--- config.mk ---
export PLATFORM = sky130hd
export DESIGN_NAME = misc_sequencer
export DESIGN_NICKNAME = d
export VERILOG_FILES = /design/src/rtl/misc_sequencer.sv
export SDC_FILE = /design/constraint.sdc
export NUM_CORES = 1
export LEC_CHECK = 0
export CAP_MARGIN = 20
export CELL_PAD_IN_SITES_DETAIL_PLACEMENT = 0
export CELL_PAD_IN_SITES_GLOBAL_PLACEMENT = 1
export CORE_MARGIN = 8
export CORE_UTILIZATION = 34
export CTS_CLUSTER_DIAMETER = 60
export DETAILED_ROUTE_END_ITERATION = 10
export GPL_TIMING_DRIVEN = 0
export PLACE_DENSITY = 0.81
export SYNTH_ARGS = -nofsm -noshare
export SYNTH_HDL_FRONTEND = slang
export SYNTH_SLANG_ARGS = --single-unit
--- constraint.sdc ---
create_clock -name CLK -period 4.85 [get_ports CLK]
set_input_delay 1.455 -clock CLK [delete_from_list [all_inputs] [get_ports CLK]]
set_output_delay 1.455 -clock CLK [all_outputs]
set_load 0.02 [all_outputs]
--- src/rtl/misc_sequencer.sv ---
// misc_sequencer: multi-cycle FETCH/DECODE/EXECUTE/MEMORY/WRITEBACK sequencer
// for the MISC-V core. It arbitrates one memory port between instruction
// fetch and data access, and generates the per-phase datapath enables.
module misc_sequencer #(
  parameter int unsigned CNT_W = 16
) (
  input  logic             CLK,
  input  logic             reset,
  input  logic             run,
  input  logic [2:0]       opcode,
  input  logic             RegWrite,
  input  logic             MemRead,
  input  logic             MemWrite,
  input  logic             Branch,
  input  logic             JumpOut,
  input  logic             zero,
  input  logic             mem_ready,
  output logic             mem_req,
  output logic             mem_we,
  output logic             mem_ifetch,
  output logic             ir_write,
  output logic             pc_inc,
  output logic             pc_load,
  output logic             reg_we,
  output logic             retire,
  output logic             busy,
  output logic [2:0]       state,
  output logic [CNT_W-1:0] instr_count
);

  typedef enum logic [2:0] {
    S_FETCH     = 3'd0,
    S_DECODE    = 3'd1,
    S_EXECUTE   = 3'd2,
    S_MEMORY    = 3'd3,
    S_WRITEBACK = 3'd4
  } state_t;

  state_t cur, nxt;
  logic   pending, pending_n;
  logic   req, we, ifetch, ir_c, inc_c, load_c, rw_c, ret_c;
  logic   taken;

  // Branch/jump outcome from the opcode field and the ALU zero flag
  always_comb begin
    taken = 1'b0;
    case (opcode)
      3'd4:       taken = zero;
      3'd5:       taken = ~zero;
      3'd6, 3'd7: taken = 1'b1;
      default:    taken = 1'b0;
    endcase
  end

  // Next-state, request and datapath-enable decode
  always_comb begin
    nxt       = cur;
    pending_n = pending;
    req       = 1'b0;
    we        = 1'b0;
    ifetch    = 1'b0;
    ir_c      = 1'b0;
    inc_c     = 1'b0;
    load_c    = 1'b0;
    rw_c      = 1'b0;
    ret_c     = 1'b0;
    case (cur)
      S_FETCH: begin
        // A pending fetch stays asserted even after run drops
        if (run || pending) begin
          req    = 1'b1;
          ifetch = 1'b1;
          if (mem_ready) begin
            ir_c      = 1'b1;
            inc_c     = 1'b1;
            pending_n = 1'b0;
            nxt       = S_DECODE;
          end else begin
            pending_n = 1'b1;
          end
        end
      end
      S_DECODE: nxt = S_EXECUTE;
      S_EXECUTE: begin
        if (MemRead || MemWrite) begin
          nxt = S_MEMORY;
        end else if (Branch || JumpOut) begin
          load_c = taken;
          ret_c  = 1'b1;
          nxt    = S_FETCH;
        end else if (RegWrite) begin
          nxt = S_WRITEBACK;
        end else begin
          ret_c = 1'b1;
          nxt   = S_FETCH;
        end
      end
      S_MEMORY: begin
        req = 1'b1;
        we  = MemWrite;
        if (mem_ready) begin
          if (MemRead) begin
            nxt = S_WRITEBACK;
          end else begin
            ret_c = 1'b1;
            nxt   = S_FETCH;
          end
        end
      end
      S_WRITEBACK: begin
        rw_c  = 1'b1;
        ret_c = 1'b1;
        nxt   = S_FETCH;
      end
      default: nxt = S_FETCH;
    endcase
  end

  // State, pending flag and retired-instruction counter
  always_ff @(posedge CLK or negedge reset) begin
    if (!reset) begin
      cur         <= S_FETCH;
      pending     <= 1'b0;
      instr_count <= '0;
    end else begin
      cur         <= nxt;
      pending     <= pending_n;
      instr_count <= instr_count + CNT_W'(ret_c);
    end
  end

  // Combinational outputs are forced low while reset is held so an aborted
  // request drops immediately rather than at the next edge.
  assign mem_req    = reset & req;
  assign mem_we     = reset & we;
  assign mem_ifetch = reset & ifetch;
  assign ir_write   = reset & ir_c;
  assign pc_inc     = reset & inc_c;
  assign pc_load    = reset & load_c;
  assign reg_we     = reset & rw_c;
  assign retire     = reset & ret_c;
  assign busy       = reset & ((cur != S_FETCH) | req);
  assign state      = cur;

endmodule

# --- Yosys cells after proc, flatten, opt, wreduce, memory -nomap -nowiden ---
# Cells that the tools add are included.
word_totals:
  register_bits: 20
  latchBits: 0
  mem_bits_rw: 0
  romBits: 0
  in_bits: 13
  n_memories: 0
op_classes:
  addsub: 1
  mul: 0
  div_mod_pow: 0
  magnitude_cmp: 0
  n_eq_ne: 11
  n_shift: 0
  muxes: 27
  n_bitwise: 10
  reduce_logical: 8
ops:
  columns: ["cell", "count"]
  rows:
  - ["two-way mux 3 bit", 7]
  - ["adder 16 x 1 -> 16 bit", 1]
  - ["two-way mux 1 bit", 16]
  - ["== test 3 bit, second input constant", 5]
  - ["one-hot mux 3 bit (4 select lines)", 1]
  - ["bitwise AND 1 bit", 8]
  - ["== test 3 x 2 -> 1 bit, second input constant", 2]
  - ["!= test 2 bit, second input constant", 3]
  - ["one-hot mux 1 bit (3 select lines)", 2]
  - ["== test 3 x 1 -> 1 bit, second input constant", 1]
  - ["logical NOT 3 bit", 1]
  - ["logical OR 1 bit", 3]
  - ["AND reduction 3 bit", 1]
  - ["nonzero test 3 bit", 1]
  - ["one-hot mux 1 bit (2 select lines)", 1]
  - ["AND reduction 2 bit", 1]
  - ["OR reduction 2 bit", 1]
  - ["NOT 1 bit", 1]
  - ["bitwise OR 1 bit", 1]

# --- Longest topological paths before layout ---
# Gate-level depths: netlist (run 1).
logic_depth:
  word_depth: 7
  depth_mapped: 9
  ltp_nobuf: 8

# --- Worst setup path before layout (run 1) ---
# Ideal clock, no wire load.
synth_timing:
  path_kind: "input to output"
  from: "input reset"
  to: "output pc_inc"
  t_arrival_ns: 2.593
  required_ns: 3.395
  slack_ns: 0.802
  path_stages: 4
  path_buffers: 1
  path_cell_list: "inv_1 nor4b_2 and2_1 buf_4"
synth_via:
  elab_chain_cells: 1
synth_rtl:
  columns: ["item", "line_no", "rtl"]
  rows:
  - ["start, declared", "8", "input logic reset,"]
  - ["bitwise AND 1 bit", null, null]
  - ["end, declared", "22", "output logic pc_inc,"]
# No other way between the ends.

# --- Worst setup path in the final report (run 1) ---
layout_timing:
  from: "input MemRead"
  to: "output pc_load"
layout_via:
  elab_chain_cells: 4
layout_rtl:
  columns: ["item", "line_no", "rtl"]
  rows:
  - ["start, declared", "12", "input logic MemRead,"]
  - ["logical OR 1 bit", "85", "if (MemRead || MemWrite) begin"]
  - ["two-way mux 1 bit", "85", null]
  - ["two-way mux 1 bit", "67", "case (cur)"]
  - ["bitwise AND 1 bit", "139", "assign pc_load = reset & load_c;"]
  - ["end, declared", "23", "output logic pc_load,"]
# No other way between the ends.

==> run_results.csv, run 1 <==
group,metric,value,unit
die,core-area,2950,um^2
drt,wl_per_cell,14.1,um
critical_path,startpoint_type,"primary input",
die,rows,20,
synth,syn_nets,117,
power_and_ir_drop,p_per_area,387,nW/um^2
final_layout,n_antenna_cell,0,
worst_hold_path,hp-class,"flop to flop",
synth,synth_top_area_cell,"dfrtp_1",
power_and_ir_drop,ir_drop,0.207,mV
drt,vias,890,
synth,synthTopCellsByArea,"dfrtp_1 49%, xor2_1 10%, nand3_1 4.9%, nor3_1 3.4%, nor4_1 3.0%",
timing,fin_skew,0.00363,ns
drt,drtAntennaViolNets,0,
synth,synth_seq_cells,20,
timing,slew_viol_final,0,
clocking,cts_sinks,20,
placement,hpwl,1970,um
final_layout,mostFrequentLayoutCells,"38 x clkdlybuf4s50_1, 20 x dfrtp_1, 12 x xor2_1",
synth,synth-adder-area-share,2.44,%
timing,fin_crit,4.65,ns
synth,synth_cell_types,29,
synth,yosys_warnings,0,
critical_path,cp.arrival,3.19,ns
placement,place_congestion,0.741,
synth,synth_top_family_by_area,"simple AND/OR/NAND/NOR gates",
final_layout,multiInputGateArea,495,um^2
clocking,path_clk_slew,0.10,ns
synth,synth_area_per_cell,10.1,um^2
timing,hold_viol,0,
clocking,insertion_delay,0.29,ns
synth,synth.area.mux_share,0,%
timing,setup_slack,0.201,ns
timing,max_slew_margin,76.2,%
synth,synth_compound_area_share,5.73,%
global_routing,grt_max_degree,26,
final_layout,fin_area,1490,um^2
placement,placedInstanceArea,1470,um^2
timing,grt_setup_unrepaired,"false",
global_routing,grt_usage,10.3,%
final_layout,area_growth,44.9,%
outcome,status,"complete, no violations",
critical_path,setup.worst_path.start,"MemRead",
final_layout,post-route-util,50.3,%
placement,place_ws,-0.769,ns
synth,synth_xor_area_share,12.8,%
synth,ys_seq_area_share,48.8,%
placement,dp_cells,175,
die,num_io_pins,41,
clocking,cts_tree,"yes",
synth,synth_cells,102,
synth,synth-simple-area-share,27.3,%
clocking,cts_buffer_depth,2,
die,die_h,70.9,um
critical_path,cp-end-kind,"output pin",
global_routing,antenna_found_initial,0,
final_layout,layout_commonest_cell,"clkdlybuf4s50_1",
clocking,cts.htree.levels,1,
flow_run,drv_cap,0,
critical_path,critPathKind,"primary input to output pin",
power_and_ir_drop,p_leak,0.662,nW
placement,portBuffers,40,
die,dieArea,5030,um^2
worst_hold_path,hold_start,"instr_count[15]",
timing,worst_pin_slew,0.354,ns
critical_path,critical_path_required,3.39,ns
drt,firstDrtPassIters,4,
synth,synth_top_area_share,48.8,%
clocking,numCtsBuffers,3,
clocking,clock-root-buffer,"clkbuf_4",
drt,drc_errors,0,
drt,wl,2510,um
global_routing,grt_pass1_wl,4260,um
critical_path,r2r-start,"state[0]",
timing,max_freq,215,MHz
final_layout,drive_gt1_share,8.28,%
drt,vias_per_cell,5.00,
global_routing,grt_overflow,0,
timing,min_period_over_period,95.9,%
global_routing,grt_pass1_vias,891,
clocking,cts_setup_buffers,0,
final_layout,nets,162,
final_layout,final_cells,178,
die,start_util,34.7,%
critical_path,worstPathMaxFanout,5,
die,die_w,70.9,um
timing,final-setup-viol-count,0,
final_layout,nFillCells,292,
final_layout,regArea,500,um^2
synth,synth_area,1030,um^2
drt,drt-initial-drc-count,12,
[state kept, by name, indices dropped and copies added, names as in the netlist]
register and flops:
instr_count 16, state 3, pending 1
[cells in the mapped netlist]
cell type and instances:
nor4_1 5, or2_2 1, xnor2_1 3, o21ai_0 1, buf_4 1, a31o_2 1, a21oi_1 6, nor2b_1 1
or2b_2 1, and3_1 1, nand4b_1 1, nor4b_2 1, nand2_1 8, dfrtp_1 20, nor3_1 7, or3_4 1
and2_1 1, or3_1 1, nand3_1 10, nor2_1 6, buf_6 1, xor2_1 12, a31oi_1 1, ha_1 2
inv_1 3, and4_2 1, a211o_1 1, nand3b_1 1, nand4_1 3
[routing by layer]
metal	global-route usage [%]	wire length [um]	vias up
met2	17.4	1260	15
met4	3.46	14	0
met1	11.6	1090	424
met5	0	0	-
li1	-	-	449
met3	3.95	136	2
[cell families after synthesis]
logic type | count (synthesis)
AOI/OAI and AO/OA | 10
xor gates and xnor gates | 15
adders and majority gates | 2
buffers and inverters | 5
DFF | 20
and+or+nand+nor | 50
[timing repair]
| action | in CTS | in global routing |
|---|---|---|
| endpoints found under the setup margin | 9 | 1 |
| resized for setup | 6 | 1 |
| hold endpoints to repair | 0 | 0 |
| hold buffers | 0 | 0 |
[area by class of cell]
type | instances | share of cell area (%)
Inverter | 3 | 0.758
Timing Repair Buffer | 40 | 26.7
Buffer | 2 | 1.26
Sequential cell | 20 | 33.7
Clock buffer | 3 | 1.52
Tap cell | 33 | 2.78
Multi-Input combinational cell | 77 | 33.3
[path summary, 6_finish.rpt]
| path | cells past startpoint | slack, ns | end |
|---|---|---|---|
| worst max-delay path | 4 | 0.20 | pc_load |
| worst min-delay path | 1 | 0.48 | instr_count[15] |
| worst max register to register | 8 | 2.34 | instr_count[13] |
| worst min register to register | 1 | 0.48 | instr_count[15] |
| max in group asynchronous | 1 | 3.53 | instr_count[7] |
| min in group asynchronous | 1 | 1.07 | state[1] |
[metrics by stage]
step	hold slack (ns)	TNS (ns)	total power, mW
global route	0.500	0	0.616
CTS	0.487	0	0.581
global placement	0.455	-4.01	0.502
finish	0.481	0	0.576
floorplan	0.492	0	0.383
detailed placement	0.470	-4.06	0.506
[where the power goes]
group / total [mW] / switching [mW] / internal [mW]
sequential: 0.240 / 0.0404 / 0.199
combinational: 0.261 / 0.131 / 0.130
clock: 0.0748 / 0.0459 / 0.0289
[worst max-delay path, stage by stage]
cell and delay [ns]:
clkdlybuf4s50_1 0.47, or3_4 0.43, nor3_1 0.19, clkdlybuf4s50_1 0.65
(Power assumes the default switching activity.)
==> inputs of run 2 (changes only) <==
--- a/config.mk
+++ b/config.mk
@@ -9,11 +9,11 @@
 export CELL_PAD_IN_SITES_DETAIL_PLACEMENT = 0
 export CELL_PAD_IN_SITES_GLOBAL_PLACEMENT = 1
 export CORE_MARGIN = 8
-export CORE_UTILIZATION = 34
+export CORE_UTILIZATION = 31
 export CTS_CLUSTER_DIAMETER = 60
 export DETAILED_ROUTE_END_ITERATION = 10
 export GPL_TIMING_DRIVEN = 0
-export PLACE_DENSITY = 0.81
+export PLACE_DENSITY = 0.75
 export SYNTH_ARGS = -nofsm -noshare
 export SYNTH_HDL_FRONTEND = slang
 export SYNTH_SLANG_ARGS = --single-unit
==> constraint.sdc (replaced) <==
create_clock -name CLK -period 4.37 [get_ports CLK]
set_input_delay 1.311 -clock CLK [delete_from_list [all_inputs] [get_ports CLK]]
set_output_delay 1.311 -clock CLK [all_outputs]
set_load 0.02 [all_outputs]
==> run_results.csv, run 2 (synthesized netlist as in run 1, its figures left out) <==
group,metric,value,unit
outcome,status,"complete, no violations",
critical_path,path_cells,"clkdlybuf4s50_1 -> nor2_1 -> nor4b_2 -> and2_1 -> clkdlybuf4s50_1",
power_and_ir_drop,clkPwrFrac,12.8,%
critical_path,startpoint_type,"primary input",
power_and_ir_drop,pwr-share-comb,45.3,%
drt,firstDrtPassIters,4,
clocking,cts_sinks,20,
critical_path,worstPathMaxFanout,3,
timing,slew_viol_final,0,
clocking,cts_tree,"yes",
clocking,path_clk_slew,0.10,ns
critical_path,cp.arrival,2.95,ns
final_layout,layout_commonest_cell,"clkdlybuf4s50_1",
clocking,clock-root-buffer,"clkbuf_4",
final_layout,mostFrequentLayoutCells,"36 x clkdlybuf4s50_1, 20 x dfrtp_1, 12 x xor2_1",
critical_path,cpMostUsedCell,"clkdlybuf4s50_1",
critical_path,worst_path_largest_cell_delay,0.61,ns
timing,fin_crit,4.26,ns
drt,drt-initial-drc-count,83,
timing,max_freq,235,MHz
global_routing,grt_overflow,0,
drt,vias_per_cell,4.74,
power_and_ir_drop,p_per_area,423,nW/um^2
die,num_io_pins,41,
die,rows,21,
critical_path,slowest_stage,"clkdlybuf4s50_1",
critical_path,r2r-start,"state[0]",
die,dieArea,5410,um^2
drt,vias,906,
critical_path,r2r_slack,1.88,ns
clocking,cts.htree.levels,1,
power_and_ir_drop,netSwitchingFraction,37.6,%
final_layout,largest-register,"instr_count",
clocking,cts_buffer_depth,2,
placement,hpwl,2000,um
power_and_ir_drop,p_seq_share,41.9,%
critical_path,cp-end-kind,"output pin",
timing,tns,0,ns
global_routing,grt_max_degree,26,
timing,max_slew_margin,77.4,%
die,core-area,3260,um^2
power_and_ir_drop,internal-power,0.397,mW
drt,wl_per_cell,13.1,um
flow_run,drv_cap,0,
timing,hold_viol,0,
timing,whs,0.478,ns
placement,place_congestion,0.757,
clocking,numCtsBuffers,3,
critical_path,critical_path_required,3.06,ns
placement,portBuffers,40,
die,die_w,73.5,um
global_routing,grt_pass1_wl,4130,um
drt,wl,2500,um
timing,grt_setup_unrepaired,"false",
timing,fin_skew,0.00172,ns
final_layout,nets,162,
clocking,insertion_delay,0.29,ns
timing,final-setup-viol-count,0,
die,start_util,31.5,%
global_routing,grt_usage,9.69,%
final_layout,n_antenna_cell,0,
power_and_ir_drop,power_switching,0.239,mW
power_and_ir_drop,ir_drop,0.315,mV
drt,drc_errors,0,
global_routing,grt_pass1_vias,866,
worst_hold_path,hold_depth,1,
critical_path,r2r_end,"instr_count[13]",
drt,drtAntennaViolNets,0,
final_layout,post-route-util,46.2,%
critical_path,r2r_cells,8,
worst_hold_path,hold_end,"instr_count[15]",
power_and_ir_drop,p_leak,0.695,nW
worst_hold_path,hold_start,"instr_count[15]",
timing,worst_pin_slew,0.335,ns
critical_path,critPathKind,"primary input to output pin",
final_layout,largest_register_ffs,16,
final_layout,area_growth,46.6,%
die,die_h,73.5,um
worst_hold_path,hp-class,"flop to flop",
final_layout,drive_gt1_share,8.97,%
global_routing,antenna_found_initial,0,
timing,min_period_over_period,97.4,%
## run 2: cell count changes in the layout (fill, tap and decap cells not counted)
| cell | change |
|---|---|
| clkdlybuf4s50_1 | -2 |
| dlymetal6s2s_1 | +2 |
| buf_4 | +1 |
| clkbuf_2 | +1 |
| clkbuf_4 | -1 |
| dlygate4sd2_1 | -1 |
## run 2: critical path: cells and delay by family
family	cells	cell delay, ns
buf+inv	2	1.09
simple gates	3	0.55
## run 2: area by class of cell
cell class	instances	area, um^2
Buffer	2	18.8
Clock buffer	3	22.5
Fill cell	341	1750
Inverter	3	11.3
Multi-Input combinational cell	77	495
Sequential cell	20	500
Tap cell	46	57.6
Timing Repair Buffer	40	398
## run 2: worst max path at each step
stage                 start  slack [ns]        to  depth (start not counted)
floorplan             reset        0.61    pc_inc                          4
global placement      reset       -0.98    pc_inc                          6
detailed placement    reset       -0.97    pc_inc                          6
CTS                 MemRead       0.009    retire                          5
global route            run        0.02  ir_write                          5
finish                  run        0.11  ir_write                          5
## run 2: repair_timing
item / CTS / global route
hold buffers: 0 / 0
gates resized for setup: 7 / 5
endpoints found under the setup margin: 9 / 3
buffers inserted: 0 / 0
## run 2: metrics by stage
| stage | instance area, um^2 | worst slack [ns] | cells | power (mW) |
|---|---|---|---|---|
| after floorplan | 1030 | 0.610 | 102 | 0.426 |
| after global placement | 1480 | -0.981 | 188 | 0.559 |
| after detailed placement | 1480 | -0.970 | 188 | 0.564 |
| after CTS | 1500 | 0.00858 | 191 | 0.645 |
| after global routing | 1500 | 0.0209 | 191 | 0.682 |
| final | 1500 | 0.114 | 191 | 0.635 |
## run 2: power by group through the flow
| stage | Clock [mW] | Sequential (mW) | Combinational [mW] |
|---|---|---|---|
| after global placement | 0 | 0.267 | 0.292 |
| after CTS | 0.0853 | 0.266 | 0.294 |
| final | 0.0811 | 0.266 | 0.288 |
| after detailed placement | 0 | 0.269 | 0.294 |
| after floorplan | 0 | 0.299 | 0.126 |
| after global routing | 0.0936 | 0.275 | 0.314 |
## run 2: per-layer routing
layer	part of all wire [%]	wire [um]	vias up	track usage, %
met5	0	0	-	0
met4	0.64	16	0	2.00
met3	5.1	126	2	4.09
met2	51	1270	12	16.5
met1	43	1080	438	10.9
li1	-	-	454	-
